$ cat config.mk
export PLATFORM = sky130hd
export DESIGN_NAME = exe_result_mux
export DESIGN_NICKNAME = d
export VERILOG_FILES = /design/src/rtl/exe_result_mux.sv
export SDC_FILE = /design/constraint.sdc
export NUM_CORES = 1
export LEC_CHECK = 0
export ABC_AREA = 1
export ABC_CLOCK_PERIOD_IN_PS = 1500
export CAP_MARGIN = 20
export CORE_ASPECT_RATIO = 1.5
export CORE_MARGIN = 1.5
export CORE_UTILIZATION = 35
export CTS_CLUSTER_SIZE = 40
export DETAILED_ROUTE_END_ITERATION = 12
export GPL_TIMING_DRIVEN = 0
export PLACE_DENSITY = 0.78
export SYNTH_ARGS = -nofsm -noshare
export SYNTH_HDL_FRONTEND = slang
export SYNTH_SLANG_ARGS = --single-unit
$ cat constraint.sdc
create_clock -name clk -period 1.5 [get_ports clk]
set_clock_uncertainty 0.2 [all_clocks]
set_input_delay 0.45 -clock clk [delete_from_list [all_inputs] [get_ports clk]]
set_output_delay 0.45 -clock clk [all_outputs]
set_load 0.01 [all_outputs]
$ cat src/rtl/exe_result_mux.sv
// EXE-stage result selector with EXE/MEM result register.
// Multi-cycle sources park the block in WAIT_MC until their done flag rises.
module exe_result_mux #(
    parameter int                 DATA_W  = 32,
    parameter int                 NUM_SRC = 4,
    parameter int                 SEL_W   = $clog2(NUM_SRC),
    parameter logic [NUM_SRC-1:0] MC_MASK = {1'b1, {(NUM_SRC-1){1'b0}}}
) (
    input  logic                      clk,
    input  logic                      rst,
    input  logic                      in_valid,
    input  logic [SEL_W-1:0]          src_sel,
    input  logic [NUM_SRC*DATA_W-1:0] src_data,
    input  logic [NUM_SRC-1:0]        src_done,
    input  logic                      stall_in,
    input  logic                      flush,
    output logic                      out_valid,
    output logic [DATA_W-1:0]         out_data,
    output logic                      busy,
    output logic                      sel_err
);

    localparam logic [0:0] IDLE    = 1'b0;
    localparam logic [0:0] WAIT_MC = 1'b1;

    logic [0:0]        state;
    logic [SEL_W-1:0]  sel_q;

    logic [DATA_W-1:0] sel_data;
    logic              sel_mc;
    logic              sel_done;
    logic              sel_ok;
    logic [DATA_W-1:0] q_data;
    logic              q_done;

    // Out-of-range selects fall through with zero data and no MC flag.
    always_comb begin
        sel_data = '0;
        sel_mc   = 1'b0;
        sel_done = 1'b0;
        sel_ok   = 1'b0;
        q_data   = '0;
        q_done   = 1'b0;
        for (int i = 0; i < NUM_SRC; i++) begin
            if (src_sel == SEL_W'(i)) begin
                sel_data = src_data[i*DATA_W +: DATA_W];
                sel_mc   = MC_MASK[i];
                sel_done = src_done[i];
                sel_ok   = 1'b1;
            end
            if (sel_q == SEL_W'(i)) begin
                q_data = src_data[i*DATA_W +: DATA_W];
                q_done = src_done[i];
            end
        end
    end

    logic idle;
    logic mc_pending;
    logic accept;
    logic go_wait;

    assign idle       = (state == IDLE);
    assign mc_pending = in_valid & sel_mc & ~sel_done;
    assign accept     = idle & in_valid & ~stall_in & ~flush
                      & (~sel_mc | sel_done);
    assign go_wait    = idle & mc_pending & ~stall_in & ~flush;

    assign busy = stall_in
                | (~idle & ~(q_done & ~flush))
                | (idle & mc_pending & ~flush);

    always_ff @(posedge clk or posedge rst) begin
        if (rst) begin
            state     <= IDLE;
            sel_q     <= '0;
            out_valid <= 1'b0;
            out_data  <= '0;
            sel_err   <= 1'b0;
        end else begin
            sel_err <= accept & ~sel_ok;
            if (idle) begin
                if (flush) begin
                    out_valid <= 1'b0;
                end else if (accept) begin
                    out_data  <= sel_data;
                    out_valid <= 1'b1;
                end else if (go_wait) begin
                    state     <= WAIT_MC;
                    sel_q     <= src_sel;
                    out_valid <= 1'b0;
                end else if (!stall_in) begin
                    out_valid <= 1'b0;
                end
            end else begin
                if (flush) begin
                    state     <= IDLE;
                    out_valid <= 1'b0;
                end else if (q_done && !stall_in) begin
                    state     <= IDLE;
                    out_data  <= q_data;
                    out_valid <= 1'b1;
                end else if (!stall_in) begin
                    out_valid <= 1'b0;
                end
            end
        end
    end

endmodule
* Word-level counts from Yosys, hierarchy flattened
Index checks and enable logic that the tools add are counted.
Storage, ports and cells: register bits after elaboration 37, latch bits 0, RAM bits 0, ROM bits 0, input port bits 139, output and inout port bits 35, logic and storage cells 82, memories 0
Operators by class: add/sub/neg operators 0, multipliers 0, divide/modulo/power cells 0, magnitude comparators 0, eq/ne operators 7, shift operators 0, mux-type cells 39, bitwise operators 24, reduce and logical (&&, ||, !) cells 7
Operators by type and width (number):
- $mux 32 | 13
- $mux 1 | 26
- $and 1x1->1 | 13
- $eq 2x2->1 const B | 4
- $not 1->1 | 8
- $eq 2x1->1 const B | 2
- $logic_not 2->1 | 2
- $reduce_and 4->1 | 1
- $or 1x1->1 | 3
- $reduce_and 3->1 | 1
- $ne 2x1->1 const B | 1
- $reduce_bool 2->1 | 1
- $logic_and 1x1->1 | 1
- $logic_not 1->1 | 1

* Longest topological paths before layout
Gate-level depths: netlist of run 1.
depth after elaboration 14, gate-level depth with buffers 12, mapped depth without buffers 10

* Least setup slack after synthesis of run 1
OpenSTA, ideal clock, no wires.
path type reg-to-output, start point register sel_q[1], end point output port busy, arrival 1.099 ns, required time 0.850 ns, setup slack -0.249 ns, stages on the path, launching flop included 7, buffers on the path 1, cells stage by stage dfrtp_1 buf_6 nor2_4 nand2_1 nand3_1 a21oi_1 o21ai_0
Between the ends: word-level cells in the longest chain between the ends 10, elaborated cells on any way between the ends 13, those cells by class 3 x eq/ne; 4 x mux; 5 x bitwise; 1 x reduce/logical
RTL lines:
- start, declared | line 27 | logic [SEL_W-1:0] sel_q;
- start signal, assigned | line 90 | sel_q <= src_sel;
- $logic_not 2->1 | line 51 | if (sel_q == SEL_W'(i)) begin
- $mux 1 (3 in a row) | line 51
- $mux 1 * | line 51
- $and 1x1->1 * | line 70 | | (~idle & ~(q_done & ~flush))
- $not 1->1 * | line 70
- $and 1x1->1 * | line 70
- $or 1x1->1 * | line 70
- $or 1x1->1 * | line 71 | | (idle & mc_pending & ~flush);
- end, declared | line 19 | output logic busy,
Every way passes the cells marked *; elsewhere a longest branch is shown, timed or not.

* Worst setup path in the final report of run 1
Same ends and word-level chain as after synthesis.

==> reports/qor.yml, run 1 <==
status: "finished, violations left"
violations: "negative setup slack"
clock_latency_ns: 0.29
htreeDepth: 2
vias_per_cell: 5.464
path_class: "reg -> out"
ir_drop_mv: 0.4745
dr.pass1.iters: 6
fillers: 1005
finalSetupViolCount: 35
crit_chain: "buf_6 -> nand2_2 -> inv_2 -> nand2_1 -> a21oi_2 -> o21ai_2 -> buf_2"
fmax_mhz: 486.2
startpoint_type: "flip-flop"
track_usage_pct: 29.99
path_clk_slew_ns: 0.06
hold_buffers: 0
ys_ff_latch: 37
reg2regPathDepth: 13
cp_max_fo: 5
hold_violations: 0
layout-drive-gt1-share_pct: 20.54
port_buffers: 171
cp.required_ns: 0.85
cts_root_buf: "clkbuf_16"
clockBufferDepth: 2
gp_congestion: 0.9579
power_density_nw_per_um2: 676.9
cts_tree: "built"
cp_data_arrival_time_ns: 1.41
syn_area_um2: 3752
min_from: "out_data[27]$_DFFE_PP0P_"
setup_slack_ns: -0.5568
syn-num-nets: 817
drv_slew: 0
wire_per_inst_um: 16.76
maxSlewHeadroom_pct: 53.06
syn_area_per_cell_um2: 5.534
synthCells: 678
synth_cell_types: 20
die-area_um2: 11360
layout_commonest_cell: "nand2_1"
nets: 1034
finish.instance_area_um2: 6400
max_cap_violations: 0
hold_path.class: "reg -> reg"
slowest_delay_ns: 0.38
fin_util_pct: 60.76
seq_area_frac_synth_pct: 24.67
grt_remaining_overflow: 0
multiInputGateArea_um2: 2579
ant_nets: 0
slowest_stage: "dfrtp_1"
grt_pass1_wl_mm: 26.03
placed_area_um2: 5731
rows: 46
core_area_um2: 10530
worst_pin_slew_ns: 0.7033
antenna_found_initial: 1
start_util_pct: 35.63
syn_to_final_growth_pct: 70.56
regToRegSetupSlack_ns: -0.37
dp_hpwl_mm: 12.26
ios: 174
drt-total-wl_mm: 17.45
regToRegStartpoint: "sel_q[1]$_DFFE_PP0P_"
final-seq-area_um2: 927.1
min_period_over_period_pct: 137.1
final_cell_mix: "nand2_1 (191), nand3_1 (167), clkdlybuf4s50_1 (129)"
grt_max_degree: 38
drc_errors: 0
die_h_um: 129.8
cts_made_buffers: 5
ys_warn_count: 0
layout_min_cycle_time_ns: 2.057
drt-initial-drc-count: 504
leakagePower_uw: 0.003079
endpoint_kind: "output pin"
die_x_um: 87.54
worstReg2RegEnd: "out_data[19]$_DFFE_PP0P_"
routed-via-count: 5688
hold_end: "out_data[27]$_DFFE_PP0P_"
cts_sinks: 37
whs_path_depth: 2
rsz0062_at_grt: "yes"
grt_pass1_vias: 5396
[logic make-up after synthesis]
kind of cell           share of synthesized area (%)
and+or+nand+nor                                51.35
buffers and inverters                          11.34
AOI/OAI and AO/OA                              12.54
DFF                                            24.67
other                                        0.09994
[where the power goes]
group          internal [uW]  switching (uW)  leakage (uW)
Clock                    831             437     0.0000841
Sequential              1220             128      0.000460
Combinational            897             820       0.00253
Total                   2950            1390       0.00308
[layer usage]
| metal | global-route usage (%) | vias to the layer above | wire, um |
|---|---|---|---|
| met1 | 33.48 | 2588 | 6301 |
| met2 | 52.71 | 378 | 8546 |
| met4 | 18.58 | 0 | 940 |
| met5 | 0 | - | 0 |
| met3 | 4.491 | 61 | 1660 |
| li1 | - | 2661 | - |
[flip-flops by register name (all words and copies together), names as in the netlist]
| name | cells |
|---|---|
| sel_err | 1 |
| state | 1 |
| out_data | 32 |
| sel_q | 2 |
| out_valid | 1 |
[final cells by class]
class                      instances  area share [%]
multi-input combinational        545           40.29
tap                              144           2.815
sequential                        37           14.49
clock buffer                       7           2.229
timing repair buffer             210           30.05
inverter                          44           2.835
buffer                            52           6.784
clock inverter                     1          0.4692
antenna                            1         0.03910
[through the flow]
stage / worst slack (ns) / TNS (ns) / total power [uW] / hold WS [ns] / cells
global route: -0.6032 / -14.04 / 4544 / 0.2953 / 1041
finish: -0.5568 / -12.04 / 4332 / 0.2763 / 1041
detailed placement: -1.052 / -32.90 / 2988 / 0.2579 / 993
global placement: -1.057 / -57.64 / 2971 / 0.2566 / 993
CTS: -0.5595 / -11.14 / 4279 / 0.2789 / 1037
floorplan: -0.1120 / -2.982 / 1967 / 0.3057 / 678
[synthesized netlist by cell type]
cell / number / share of area [%]
nand2_2: 3 / 0.50
o21ai_1: 8 / 1.1
conb_1: 1 / 0.10
inv_4: 1 / 0.17
o21ai_0: 59 / 7.9
and3_1: 1 / 0.17
buf_6: 1 / 0.30
buf_1: 4 / 0.40
nor2_2: 1 / 0.17
nor2_1: 45 / 4.5
clkbuf_1: 15 / 1.5
nor2_4: 1 / 0.30
inv_1: 39 / 3.9
nand3_1: 174 / 23
inv_2: 4 / 0.40
dfrtp_1: 37 / 25
buf_4: 6 / 1.2
buf_2: 26 / 3.5
nand2_1: 225 / 23
a21oi_1: 27 / 3.6
[critical path, delay by kind of cell, from the launching register on]
kind | cells | cell delay, ns
AO/OA/AOI/OAI | 2 | 0.17
flip-flops | 1 | 0.38
buffers and inverters | 3 | 0.33
AND/OR/NAND/NOR | 2 | 0.21
[worst max-delay path by stage]
stage | start | to | slack (ns)
3_5_place_dp | flush | busy | -1.05
6_report | sel_q[1]$_DFFE_PP0P_ | busy | -0.56
5_1_grt | sel_q[1]$_DFFE_PP0P_ | busy | -0.60
4_1_cts | sel_q[1]$_DFFE_PP0P_ | busy | -0.56
2_1_floorplan | sel_q[1]$_DFFE_PP0P_ | busy | -0.11
3_3_place_gp | flush | busy | -1.06
[timing repair]
item                                    4_1_cts  5_1_grt
resized for setup                           246        8
endpoints found under the setup margin       69       78
cloned                                        6        0
endpoints found under the hold margin         0        0
setup buffers                                30        3
pin swaps                                    16        3
(Power assumes the default switching activity.)
==> inputs of run 2 (changes only) <==
--- a/config.mk
+++ b/config.mk
@@ -5,8 +5,8 @@
 export SDC_FILE = /design/constraint.sdc
 export NUM_CORES = 1
 export LEC_CHECK = 0
-export ABC_AREA = 1
-export ABC_CLOCK_PERIOD_IN_PS = 1500
+export ABC_AREA = 0
+export ABC_CLOCK_PERIOD_IN_PS = 2600
 export CAP_MARGIN = 20
 export CORE_ASPECT_RATIO = 1.5
 export CORE_MARGIN = 1.5
@@ -14,7 +14,7 @@
 export CTS_CLUSTER_SIZE = 40
 export DETAILED_ROUTE_END_ITERATION = 12
 export GPL_TIMING_DRIVEN = 0
-export PLACE_DENSITY = 0.78
+export PLACE_DENSITY = 0.77
 export SYNTH_ARGS = -nofsm -noshare
 export SYNTH_HDL_FRONTEND = slang
 export SYNTH_SLANG_ARGS = --single-unit
==> constraint.sdc (replaced) <==
create_clock -name clk -period 2.6 [get_ports clk]
set_clock_uncertainty 0.2 [all_clocks]
set_input_delay 0.78 -clock clk [delete_from_list [all_inputs] [get_ports clk]]
set_output_delay 0.78 -clock clk [all_outputs]
set_load 0.01 [all_outputs]
==> run 2 against run 1 <==
Effect of this change: the run still ends with negative setup slack left; global-route usage is 9.5 points lower; wire length is 40% lower; power is 34% lower; clock power is 53% lower; die area is 7.7% lower; area after synthesis is 7.9% lower; cell count is 51% lower; sequential share of layout area is 2.2 points higher; setup slack better by 0.55 ns; critical path type is now in -> out; largest cell class unchanged; largest power group unchanged.
==> reports/qor.yml, run 2 <==
synth-async-reset-ratio_pct: 100.0
cp.required_ns: 1.62
synth_most_common_cell: "mux4_2"
antenna_cells: 0
drv_slew: 0
instances_no_fill: 512
synth_top_cell_by_area: "mux4_2"
finalSetupTns_ns: -0.003044
clkPwrFrac_pct: 21.1
setup_slack_ns: -0.003044
yosysTopAreaCellShare_pct: 41.72
hold_violations: 0
path_class: "in -> out"
fillers: 788
synthFlopType: "dfrtp_1"
endpoint_kind: "output pin"
routed-via-count: 2857
dp_hpwl_mm: 8.140
maxSlewHeadroom_pct: 42.36
antenna_found_initial: 0
rows: 44
ant_nets: 0
violations: "negative setup slack"
grt_pass1_vias: 3267
layout_min_cycle_time_ns: 2.603
cp_data_arrival_time_ns: 1.62
gp_congestion: 0.7679
core_area_um2: 9634
dr.pass1.iters: 4
finalSetupViolCount: 1
port_buffers: 171
fmax_mhz: 384.2
cp_max_fo: 3
cts_tree: "built"
die_h_um: 124.7
wire_per_inst_um: 20.57
cts_root_buf: "clkbuf_16"
final_cell_mix: "clkdlybuf4s50_1 (163), mux4_2 (64), mux2_2 (44)"
seq_area_frac_synth_pct: 26.80
p_int_uw: 2066
ios: 174
rsz0062_at_grt: "yes"
largest_reg_flops: 32
htreeDepth: 2
nets: 536
grt_pass1_wl_mm: 16.62
slowest_stage: "and4bb_4"
start_util_pct: 35.86
die-area_um2: 10490
clock_latency_ns: 0.28
hold_path.class: "reg -> reg"
crit_chain: "buf_6 -> and4bb_4 -> nand2_2 -> o211ai_1 -> buf_2"
slowest_delay_ns: 0.34
grt_remaining_overflow: 0
ir_drop_mv: 0.3006
status: "finished, violations left"
largestRegisters: "out_data x32, sel_q x2"
p_sw_uw: 793.1
startpoint_type: "input pin"
max_cap_violations: 0
power_uw: 2859
layout-drive-gt1-share_pct: 42.82
syn_area_per_cell_um2: 16.37
synth_cell_types: 22
swShare_pct: 27.74
drt-total-wl_mm: 10.53
min_period_over_period_pct: 100.1
leakagePower_uw: 0.002086
syn_area_um2: 3455
cts_made_buffers: 5
pwr-share-seq_pct: 28.0
dp_cells: 497
power_density_nw_per_um2: 516.3
p_comb_share_pct: 50.9
drt-initial-drc-count: 57
grt_max_degree: 38
path_clk_slew_ns: 0.05
die_x_um: 84.12
syn-num-nets: 350
synth_area_leaders: "mux4_2 (42%), dfrtp_1 (27%), mux2_2 (15%)"
worst_pin_slew_ns: 0.8633
ys_ff_latch: 37
vias_per_cell: 5.580
clockBufferDepth: 2
drc_errors: 0
layout_commonest_cell: "clkdlybuf4s50_1"
largest-register: "out_data"
cts_sinks: 37
synth_edf_count: 0
syn_to_final_growth_pct: 60.30
ys_warn_count: 0
track_usage_pct: 20.53
synth_common_cells: "mux4_2 (64), mux2_2 (45), dfrtp_1 (37), mux2_4 (20), buf_2 (8)"
synthCells: 211
## run 2: cell types whose count changed after synthesis, sizes merged, moves of 9 or more
cell,previous run,this run
a21oi,27,1
buf,37,17
clkbuf,15,6
inv,44,2
mux2,0,65
mux4,0,64
nand2,228,3
nand3,174,1
nor2,47,0
o21ai,67,2
## run 2: per-layer routing
layer / up-vias / track usage [%] / wire, um / part of all wire, %
met5: - / 0 / 0 / 0
met4: 0 / 8.197 / 349 / 3.3
met2: 108 / 37.93 / 5835 / 55
li1: 1262 / - / - / -
met3: 23 / 3.910 / 494 / 4.7
met1: 1464 / 22.68 / 3854 / 37
## run 2: what timing repair did
action,CTS,global route
gates cloned,0,0
setup endpoints to repair,32,30
buffers inserted,3,6
hold buffers,0,0
pin swaps,4,4
resized for setup,35,3
## run 2: critical path, delay by kind of cell
kind                   cells  cell delay [ns]
AND/OR/NAND/NOR            2             0.40
buffers and inverters      2             0.25
AO/OA/AOI/OAI              1             0.18
## run 2: worst paths after layout
kind / slack, ns / depth (start not counted) / endpoint / startpoint
max reg2reg: 0.10 / 8 / out_data[31]$_DFFE_PP0P_ / sel_q[0]$_DFFE_PP0P_
min reg2reg: 0.30 / 1 / out_data[28]$_DFFE_PP0P_ / out_data[28]$_DFFE_PP0P_
max in group asynchronous: 0.85 / 2 / out_data[16]$_DFFE_PP0P_ / rst
max: -0.003 / 5 / busy / src_done[3]
min: 0.30 / 1 / out_data[28]$_DFFE_PP0P_ / out_data[28]$_DFFE_PP0P_
min in group asynchronous: 0.80 / 2 / out_data[31]$_DFFE_PP0P_ / rst
## run 2: power by group through the flow
stage | Sequential, uW | Combinational (uW) | Clock (uW)
after floorplan | 867 | 717 | 0
after global placement | 804 | 1400 | 0
after detailed placement | 807 | 1430 | 0
after CTS | 800 | 1440 | 628
after global routing | 818 | 1550 | 646
final | 802 | 1450 | 603
## run 2: area by class of cell
type,instances,area (um^2),share of cell area [%]
repair buffers,180,1757,31.72
clock buffers,7,142.6,2.576
multi-input cells,149,2412,43.56
plain buffers,22,148.9,2.689
well taps,115,143.9,2.598
flip-flops and latches,37,925.9,16.72
inverters,2,7.507,0.1356
## run 2: cell families (layout without fill, tap and decap cells)
logic type	after synthesis	after routing	share of synthesized area, %
DFF	37	37	26.80
other	1	1	0.1086
muxes	131	131	65.66
buffers and inverters	25	211	3.875
AOI/OAI and AO/OA	6	6	1.195
and+or+nand+nor	11	11	2.354
## run 2: per-stage QoR
stage	instance area [um^2]	setup WS (ns)	utilization, %	hold slack [ns]
2_1_floorplan	3455	-0.06262	-	0.3511
3_3_place_gp	5310	-0.7672	55.12	0.2910
3_5_place_dp	5310	-0.8004	55.12	0.2919
4_1_cts	5482	-0.02221	56.90	0.3085
5_1_grt	5538	-0.07463	57.48	0.3205
6_report	5538	-0.003044	57.48	0.3045
